[config.mk]
export PLATFORM = sky130hd
export DESIGN_NAME = salu_spr_retire_queue_flat
export DESIGN_NICKNAME = d
export VERILOG_FILES = /design/src/rtl/salu_spr_retire_queue_if.sv /design/src/rtl/salu_spr_retire_queue.sv /design/src/flat_wrapper.sv
export SDC_FILE = /design/constraint.sdc
export NUM_CORES = 1
export LEC_CHECK = 0
export CAP_MARGIN = 10
export CORE_ASPECT_RATIO = 1.2
export CORE_MARGIN = 2
export CORE_UTILIZATION = 61
export CTS_CLUSTER_DIAMETER = 200
export CTS_CLUSTER_SIZE = 24
export DETAILED_ROUTE_END_ITERATION = 8
export GPL_ROUTABILITY_DRIVEN = 1
export GPL_TIMING_DRIVEN = 0
export PLACE_DENSITY = 0.94
export SLEW_MARGIN = 40
export SYNTH_ARGS = -nofsm -noshare
export SYNTH_HDL_FRONTEND = slang
export SYNTH_SLANG_ARGS = --single-unit
[constraint.sdc]
create_clock -name clk -period 4.7 [get_ports clk]
set_clock_uncertainty 0.1 [all_clocks]
set_input_delay 0.94 -clock clk [delete_from_list [all_inputs] [get_ports clk]]
set_output_delay 0.94 -clock clk [all_outputs]
set_load 0.05 [all_outputs]
[src/rtl/salu_spr_retire_queue_if.sv]
// Issue-side and retire-side signals of the SALU SPR retire queue.
// The queue itself connects through the slave modport.
interface salu_spr_retire_queue_if #(
  parameter int WFID_W = 6,
  parameter int DEPTH  = 4
);
  localparam int OCC_W = $clog2(DEPTH) + 1;

  logic              issue_salu_valid;
  logic [WFID_W-1:0] issue_salu_wfid;
  logic              issue_salu_vcc_wr;
  logic              issue_salu_scc_wr;
  logic              issue_salu_exec_wr;
  logic              issue_salu_m0_wr;
  logic              issue_salu_ready;
  logic              retire_stall;
  logic [WFID_W-1:0] f_exec_salu_wr_wfid;
  logic              f_exec_salu_wr_vcc_en;
  logic              f_exec_salu_wr_scc_en;
  logic              f_exec_salu_wr_exec_en;
  logic              f_exec_salu_wr_m0_en;
  logic [OCC_W-1:0]  occupancy;
  logic              overflow_err;

  modport master (
    output issue_salu_valid, issue_salu_wfid, issue_salu_vcc_wr, issue_salu_scc_wr,
           issue_salu_exec_wr, issue_salu_m0_wr, retire_stall,
    input  issue_salu_ready, f_exec_salu_wr_wfid, f_exec_salu_wr_vcc_en,
           f_exec_salu_wr_scc_en, f_exec_salu_wr_exec_en, f_exec_salu_wr_m0_en,
           occupancy, overflow_err
  );

  modport slave (
    input  issue_salu_valid, issue_salu_wfid, issue_salu_vcc_wr, issue_salu_scc_wr,
           issue_salu_exec_wr, issue_salu_m0_wr, retire_stall,
    output issue_salu_ready, f_exec_salu_wr_wfid, f_exec_salu_wr_vcc_en,
           f_exec_salu_wr_scc_en, f_exec_salu_wr_exec_en, f_exec_salu_wr_m0_en,
           occupancy, overflow_err
  );
endinterface

[src/rtl/salu_spr_retire_queue.sv]
// In-order retire queue for SALU instrs writing VCC/SCC/EXEC/M0; emits one-cycle
// retire pulses that clear SPR busy bits in the issue-stage dependency table.

module salu_spr_retire_queue_entry #(
  parameter int PL_W     = 10,
  parameter int CNT_W    = 2,
  parameter int CNT_INIT = 2
) (
  input  logic             clk,
  input  logic             rst,
  input  logic             push,
  input  logic             pop,
  input  logic [PL_W-1:0]  push_pl,
  output logic             vld,
  output logic [PL_W-1:0]  pl,
  output logic [CNT_W-1:0] cnt
);
  // Countdown runs whether or not the head is stalled; it saturates at zero.
  always_ff @(posedge clk or negedge rst) begin
    if (!rst) begin
      vld <= 1'b0;
      pl  <= '0;
      cnt <= '0;
    end else if (push) begin
      vld <= 1'b1;
      pl  <= push_pl;
      cnt <= CNT_W'(CNT_INIT);
    end else begin
      if (pop) vld <= 1'b0;
      if (vld && cnt != '0) cnt <= cnt - 1'b1;
    end
  end
endmodule

module salu_spr_retire_queue #(
  parameter int WFID_W  = 6,
  parameter int DEPTH   = 4,
  parameter int LATENCY = 3
) (
  input logic             clk,
  input logic             rst,
  salu_spr_retire_queue_if.slave q
);
  localparam int PTR_W = $clog2(DEPTH);
  localparam int OCC_W = PTR_W + 1;
  localparam int CNT_W = (LATENCY > 1) ? $clog2(LATENCY) : 1;
  localparam int PL_W  = WFID_W + 4;

  logic [PTR_W-1:0]              head, tail;
  logic [OCC_W-1:0]              occ, occ_nxt;
  logic                          ready_q, ovf_q;
  logic                          any_wr, push, pop;
  logic [PL_W-1:0]               push_pl, rt_pl;
  logic [DEPTH-1:0]              ent_vld, ent_push, ent_pop;
  logic [DEPTH-1:0][PL_W-1:0]    ent_pl;
  logic [DEPTH-1:0][CNT_W-1:0]   ent_cnt;

  assign any_wr  = q.issue_salu_vcc_wr | q.issue_salu_scc_wr |
                   q.issue_salu_exec_wr | q.issue_salu_m0_wr;
  // Flagless issues never enter the queue; they cannot clear anything.
  assign push    = q.issue_salu_valid & any_wr & ready_q;
  assign push_pl = {q.issue_salu_wfid, q.issue_salu_vcc_wr, q.issue_salu_scc_wr,
                    q.issue_salu_exec_wr, q.issue_salu_m0_wr};
  // Only the head may retire, so younger expired entries wait their turn.
  assign pop     = ent_vld[head] && (ent_cnt[head] == '0) && !q.retire_stall;

  for (genvar i = 0; i < DEPTH; i++) begin : g_ent
    assign ent_push[i] = push && (tail == PTR_W'(i));
    assign ent_pop[i]  = pop  && (head == PTR_W'(i));
    salu_spr_retire_queue_entry #(
      .PL_W(PL_W), .CNT_W(CNT_W), .CNT_INIT(LATENCY - 1)
    ) u_ent (
      .clk    (clk),
      .rst    (rst),
      .push   (ent_push[i]),
      .pop    (ent_pop[i]),
      .push_pl(push_pl),
      .vld    (ent_vld[i]),
      .pl     (ent_pl[i]),
      .cnt    (ent_cnt[i])
    );
  end

  always_comb begin
    occ_nxt = occ;
    if (push && !pop)      occ_nxt = occ + 1'b1;
    else if (!push && pop) occ_nxt = occ - 1'b1;
  end

  // ready is a flop of the next occupancy, so a full queue refuses even while popping.
  always_ff @(posedge clk or negedge rst) begin
    if (!rst) begin
      head    <= '0;
      tail    <= '0;
      occ     <= '0;
      ready_q <= 1'b1;
      ovf_q   <= 1'b0;
      rt_pl   <= '0;
    end else begin
      if (push) tail <= tail + 1'b1;
      if (pop)  head <= head + 1'b1;
      occ     <= occ_nxt;
      ready_q <= occ_nxt < OCC_W'(DEPTH);
      if (q.issue_salu_valid && any_wr && !ready_q) ovf_q <= 1'b1;
      rt_pl   <= pop ? ent_pl[head] : '0;
    end
  end

  assign q.issue_salu_ready       = ready_q;
  assign q.occupancy              = occ;
  assign q.overflow_err           = ovf_q;
  assign q.f_exec_salu_wr_wfid    = rt_pl[PL_W-1:4];
  assign q.f_exec_salu_wr_vcc_en  = rt_pl[3];
  assign q.f_exec_salu_wr_scc_en  = rt_pl[2];
  assign q.f_exec_salu_wr_exec_en = rt_pl[1];
  assign q.f_exec_salu_wr_m0_en   = rt_pl[0];
endmodule

[src/flat_wrapper.sv]
// flat-port wrapper written by rule: the top's interface ports become plain ports
module salu_spr_retire_queue_flat 
#(
  parameter int WFID_W  = 6,
  parameter int DEPTH   = 4,
  parameter int LATENCY = 3
)
  (clk, rst, q_issue_salu_valid, q_issue_salu_wfid, q_issue_salu_vcc_wr, q_issue_salu_scc_wr, q_issue_salu_exec_wr, q_issue_salu_m0_wr, q_retire_stall, q_issue_salu_ready, q_f_exec_salu_wr_wfid, q_f_exec_salu_wr_vcc_en, q_f_exec_salu_wr_scc_en, q_f_exec_salu_wr_exec_en, q_f_exec_salu_wr_m0_en, q_occupancy, q_overflow_err);
  salu_spr_retire_queue_if #(.WFID_W(WFID_W), .DEPTH(DEPTH)) q_i ();
  input logic clk;
  input logic rst;
  input wire logic [$bits(q_i.issue_salu_valid)-1:0] q_issue_salu_valid;
  input wire logic [$bits(q_i.issue_salu_wfid)-1:0] q_issue_salu_wfid;
  input wire logic [$bits(q_i.issue_salu_vcc_wr)-1:0] q_issue_salu_vcc_wr;
  input wire logic [$bits(q_i.issue_salu_scc_wr)-1:0] q_issue_salu_scc_wr;
  input wire logic [$bits(q_i.issue_salu_exec_wr)-1:0] q_issue_salu_exec_wr;
  input wire logic [$bits(q_i.issue_salu_m0_wr)-1:0] q_issue_salu_m0_wr;
  input wire logic [$bits(q_i.retire_stall)-1:0] q_retire_stall;
  output wire logic [$bits(q_i.issue_salu_ready)-1:0] q_issue_salu_ready;
  output wire logic [$bits(q_i.f_exec_salu_wr_wfid)-1:0] q_f_exec_salu_wr_wfid;
  output wire logic [$bits(q_i.f_exec_salu_wr_vcc_en)-1:0] q_f_exec_salu_wr_vcc_en;
  output wire logic [$bits(q_i.f_exec_salu_wr_scc_en)-1:0] q_f_exec_salu_wr_scc_en;
  output wire logic [$bits(q_i.f_exec_salu_wr_exec_en)-1:0] q_f_exec_salu_wr_exec_en;
  output wire logic [$bits(q_i.f_exec_salu_wr_m0_en)-1:0] q_f_exec_salu_wr_m0_en;
  output wire logic [$bits(q_i.occupancy)-1:0] q_occupancy;
  output wire logic [$bits(q_i.overflow_err)-1:0] q_overflow_err;
  assign q_i.issue_salu_valid = q_issue_salu_valid;
  assign q_i.issue_salu_wfid = q_issue_salu_wfid;
  assign q_i.issue_salu_vcc_wr = q_issue_salu_vcc_wr;
  assign q_i.issue_salu_scc_wr = q_issue_salu_scc_wr;
  assign q_i.issue_salu_exec_wr = q_issue_salu_exec_wr;
  assign q_i.issue_salu_m0_wr = q_issue_salu_m0_wr;
  assign q_i.retire_stall = q_retire_stall;
  assign q_issue_salu_ready = q_i.issue_salu_ready;
  assign q_f_exec_salu_wr_wfid = q_i.f_exec_salu_wr_wfid;
  assign q_f_exec_salu_wr_vcc_en = q_i.f_exec_salu_wr_vcc_en;
  assign q_f_exec_salu_wr_scc_en = q_i.f_exec_salu_wr_scc_en;
  assign q_f_exec_salu_wr_exec_en = q_i.f_exec_salu_wr_exec_en;
  assign q_f_exec_salu_wr_m0_en = q_i.f_exec_salu_wr_m0_en;
  assign q_occupancy = q_i.occupancy;
  assign q_overflow_err = q_i.overflow_err;
  salu_spr_retire_queue #(.WFID_W(WFID_W), .DEPTH(DEPTH), .LATENCY(LATENCY)) u_core (.clk(clk), .rst(rst), .q(q_i));
endmodule
==> load_flow_metrics.sql <==
INSERT INTO impl_metrics (metric_group, metric, value, unit) VALUES
('cells_and_area', 'n_antenna_cell', '0', ''),
('synth', 'post_synth_edffs', '0', ''),
('clock_network', 'clkSinkCount', '71', ''),
('timing', 'max_freq', '0.279', 'GHz'),
('route', 'drc_errors', '0', ''),
('global_route', 'grt_pass1_wl', '11.0', 'mm'),
('place', 'io_buffers', '28', ''),
('setup_path', 'worst_path_largest_cell_delay', '0.69', 'ns'),
('timing', 'post_route_hold_slack', '0.357', 'ns'),
('setup_path', 'slowest_stage', 'sky130_fd_sc_hd__o41ai_1', ''),
('clock_network', 'clock_tree_from_tritoncts', 'yes', ''),
('cells_and_area', 'final_cell_mix', 'sky130_fd_sc_hd__dfrtp_1 (70), sky130_fd_sc_hd__mux2_2 (40), sky130_fd_sc_hd__clkdlybuf4s50_1 (27)', ''),
('global_route', 'number_of_global_route_vias_before_repair', '2239', ''),
('synth', 'synthCells', '242', ''),
('timing', 'max_slew.worst_pin.slew', '0.782', 'ns'),
('global_route', 'grt_start_max_net_pins', '41', ''),
('floorplanning', 'die-width', '71.1', 'microns'),
('global_route', 'grt_overflow', '0', ''),
('timing', 'setup-tns-final', '0', 'ns'),
('setup_path', 'critical_path.endpoint_type', 'flop', ''),
('setup_path', 'path_cells', 'clkdlybuf4s50_1, o41ai_1, nor2_1, clkbuf_1, ha_1, nand2b_1, o21ai_0, xnor2_1', ''),
('route', 'residual_antenna_violating_net_count_after_detailed_routing', '0', ''),
('power_and_ir_drop', 'internal_power', '1.78', 'mW'),
('setup_path', 'worst_endpoint_required_time', '4.87', 'ns'),
('route', 'detail_route.iter0.violations', '179', ''),
('job', 'cap_viol_max_count', '0', ''),
('outcome', 'status', 'completed', ''),
('clock_network', 'cts_resized', '0', ''),
('power_and_ir_drop', 'power_switching', '1.04', 'mW'),
('cells_and_area', 'layout_commonest_cell', 'sky130_fd_sc_hd__dfrtp_1', ''),
('global_route', 'initial_antenna_violation_count', '0', ''),
('clock_network', 'h_tree_depth', '3', ''),
('timing', 'max-slew-margin-rel', '0.479', ''),
('setup_path', 'worst_path_dominant_cell_family', 'compound AO/OA/AOI/OAI gates', ''),
('synth', 'mappedNetlistArea', '0.00330', 'sq mm'),
('setup_path', 'timing.critical_path.fanout_max', '10', ''),
('hold_path', 'hold_path_class', 'input port to async pin', ''),
('global_route', 'groute.usage.overall', '0.244', ''),
('cells_and_area', 'area_growth', '17.3', '%'),
('power_and_ir_drop', 'total_power', '2.82', 'mW'),
('synth', 'syn_area_per_cell', '13.6', 'sq um'),
('setup_path', 'worstPathArrival', '3.75', 'ns'),
('floorplanning', 'fp.dieH', '84.6', 'microns'),
('clock_network', 'clk_lat_worst_skew', '0.35', 'ns'),
('clock_network', 'post-cts-setup-buffer-count', '0', ''),
('clock_network', 'post_cts_hold_buffer_count', '0', ''),
('synth', 'synthArstFlopShare', '1.00', ''),
('floorplanning', 'core.rowCount', '29', ''),
('power_and_ir_drop', 'vdd_drop_max', '413', 'uV'),
('cells_and_area', 'finalNetCount', '312', ''),
('synth', 'ys_seq_area_frac', '0.539', ''),
('route', 'drt-pass1-iter-count', '4', ''),
('setup_path', 'worst-setup-path-type', 'input port to flop', ''),
('clock_network', 'cts_made_buffers', '9', ''),
('place', 'dpl-instance-area', '0.00368', 'sq mm'),
('floorplanning', 'core-area', '0.00526', 'sq mm'),
('setup_path', 'start_kind', 'input port', ''),
('setup_path', 'critical_path_buffer_and_inverter_count', '2', ''),
('timing', 'post-route-period-util', '0.762', ''),
('floorplanning', 'design.die.area', '0.00601', 'sq mm'),
('synth', 'yosys_register_bits', '71', ''),
('timing', 'timing.final.crit_period', '3.58', 'ns'),
('clock_network', 'ctsRootBufferMaster', 'sky130_fd_sc_hd__clkbuf_8', ''),
('power_and_ir_drop', 'switching_share', '0.367', ''),
('route', 'vias_per_cell', '5.90', ''),
('power_and_ir_drop', 'clock_power_share', '0.171', ''),
('synth', 'ys_types', '31', ''),
('power_and_ir_drop', 'power_density', '729', 'mW/mm^2'),
('timing', 'report.final.setup_viol', '0', ''),
('timing', 'timing.final.max_slew_violations', '0', ''),
('floorplanning', 'effective_utilization_at_floorplan', '0.627', '');
cells in the mapped netlist, drive strengths merged (3+ instances only):
cell    instances  area (sq um)
inv            20          75.1
a31oi           3          40.0
nand2          13          48.8
nand3           4          20.0
and3           10          62.6
xnor2           6          52.6
a21oi           8          40.0
nor2            6          25.0
mux2           40           450
ha             16           200
o211ai          4          30.0
nand2b          5          31.3
buf             7          63.8
dfrtp          70          1750
o21ai           4          20.0
a22o            5          43.8
mux4           10           236
clkbuf          3          11.3
worst reg2reg max path, cell delays in order (launching register included):
cell                       delay (ns)
sky130_fd_sc_hd__dfrtp_1         0.40
sky130_fd_sc_hd__buf_6           0.16
sky130_fd_sc_hd__nor4bb_1        0.26
sky130_fd_sc_hd__a311o_1         0.37
sky130_fd_sc_hd__clkbuf_1        0.44
sky130_fd_sc_hd__nand2_1         0.19
sky130_fd_sc_hd__ha_1            0.30
sky130_fd_sc_hd__nand2b_1        0.18
sky130_fd_sc_hd__o21ai_0         0.28
sky130_fd_sc_hd__xnor2_1         0.17
final cells by class:
class	count	area [sq um]
plain buffers	10	75.1
clock inverters	3	42.5
flip-flops and latches	71	1780
fillers	314	1390
repair buffers	29	302
inverters	20	75.1
multi-input cells	141	1370
clock buffers	13	149
well taps	62	77.6
metrics by stage:
stage,util,std cells,setup WS (ns)
2_1_floorplan,-,242,1.97
3_3_place_gp,0.695,332,0.293
3_5_place_dp,0.699,333,0.825
4_1_cts,0.735,349,1.19
5_1_grt,0.735,349,0.968
6_report,0.735,349,1.12
routing by layer:
| metal | vias to the layer above | share of wire | global-route usage |
|---|---|---|---|
| met4 | 0 | 0.032 | 0.132 |
| met1 | 1057 | 0.42 | 0.311 |
| met3 | 16 | 0.040 | 0.0480 |
| li1 | 935 | - | - |
| met2 | 51 | 0.51 | 0.393 |
| met5 | - | 0 | 0 |
sequential cells by signal, summed over array words and instances (netlist names), 2 cells and up, named ones only:
signal,cells
u_core.g_ent.u_ent.pl,40
u_core.tail,2
u_core.g_ent.u_ent.vld,4
u_core.head,2
u_core.rt_pl,10
u_core.q.occupancy,2
u_core.g_ent.u_ent.cnt,8
logic make-up (layout without fill, tap and decap cells):
kind of cell / Yosys count / after routing / synth area share
XOR/XNOR: 6 / 6 / 0.0159
flip-flops: 71 / 71 / 0.539
multiplexers: 50 / 50 / 0.208
AO/OA/AOI/OAI: 28 / 28 / 0.0630
adder cells (fa/ha/maj): 16 / 16 / 0.0607
buffers and inverters: 30 / 75 / 0.0455
AND/OR/NAND/NOR: 41 / 41 / 0.0675
power groups by stage:
stage               Clock [mW]  Sequential, mW  Combinational, mW
global route             0.515            1.09               1.39
finish                   0.483            1.07               1.27
global placement             0            1.05               1.19
floorplan                    0            1.16              0.827
CTS                      0.487            1.06               1.28
detailed placement           0            1.07               1.26
final timing paths:
check	start	end	slack [ns]	cells after the start
worst max register to register	u_core.head[0]	u_core.q.issue_salu_ready	1.77	9
worst min-delay path	rst	u_core.g_ent[0].u_ent.pl[9]	0.36	1
max in group asynchronous	rst	u_core.g_ent[1].u_ent.pl[0]	3.65	2
min in group clk	u_core.q.overflow_err	u_core.q.overflow_err	0.39	1
worst min register to register	u_core.q.overflow_err	u_core.q.overflow_err	0.39	1
worst max-delay path	q_issue_salu_scc_wr	u_core.q.issue_salu_ready	1.12	8
(Power assumes the default switching activity.)
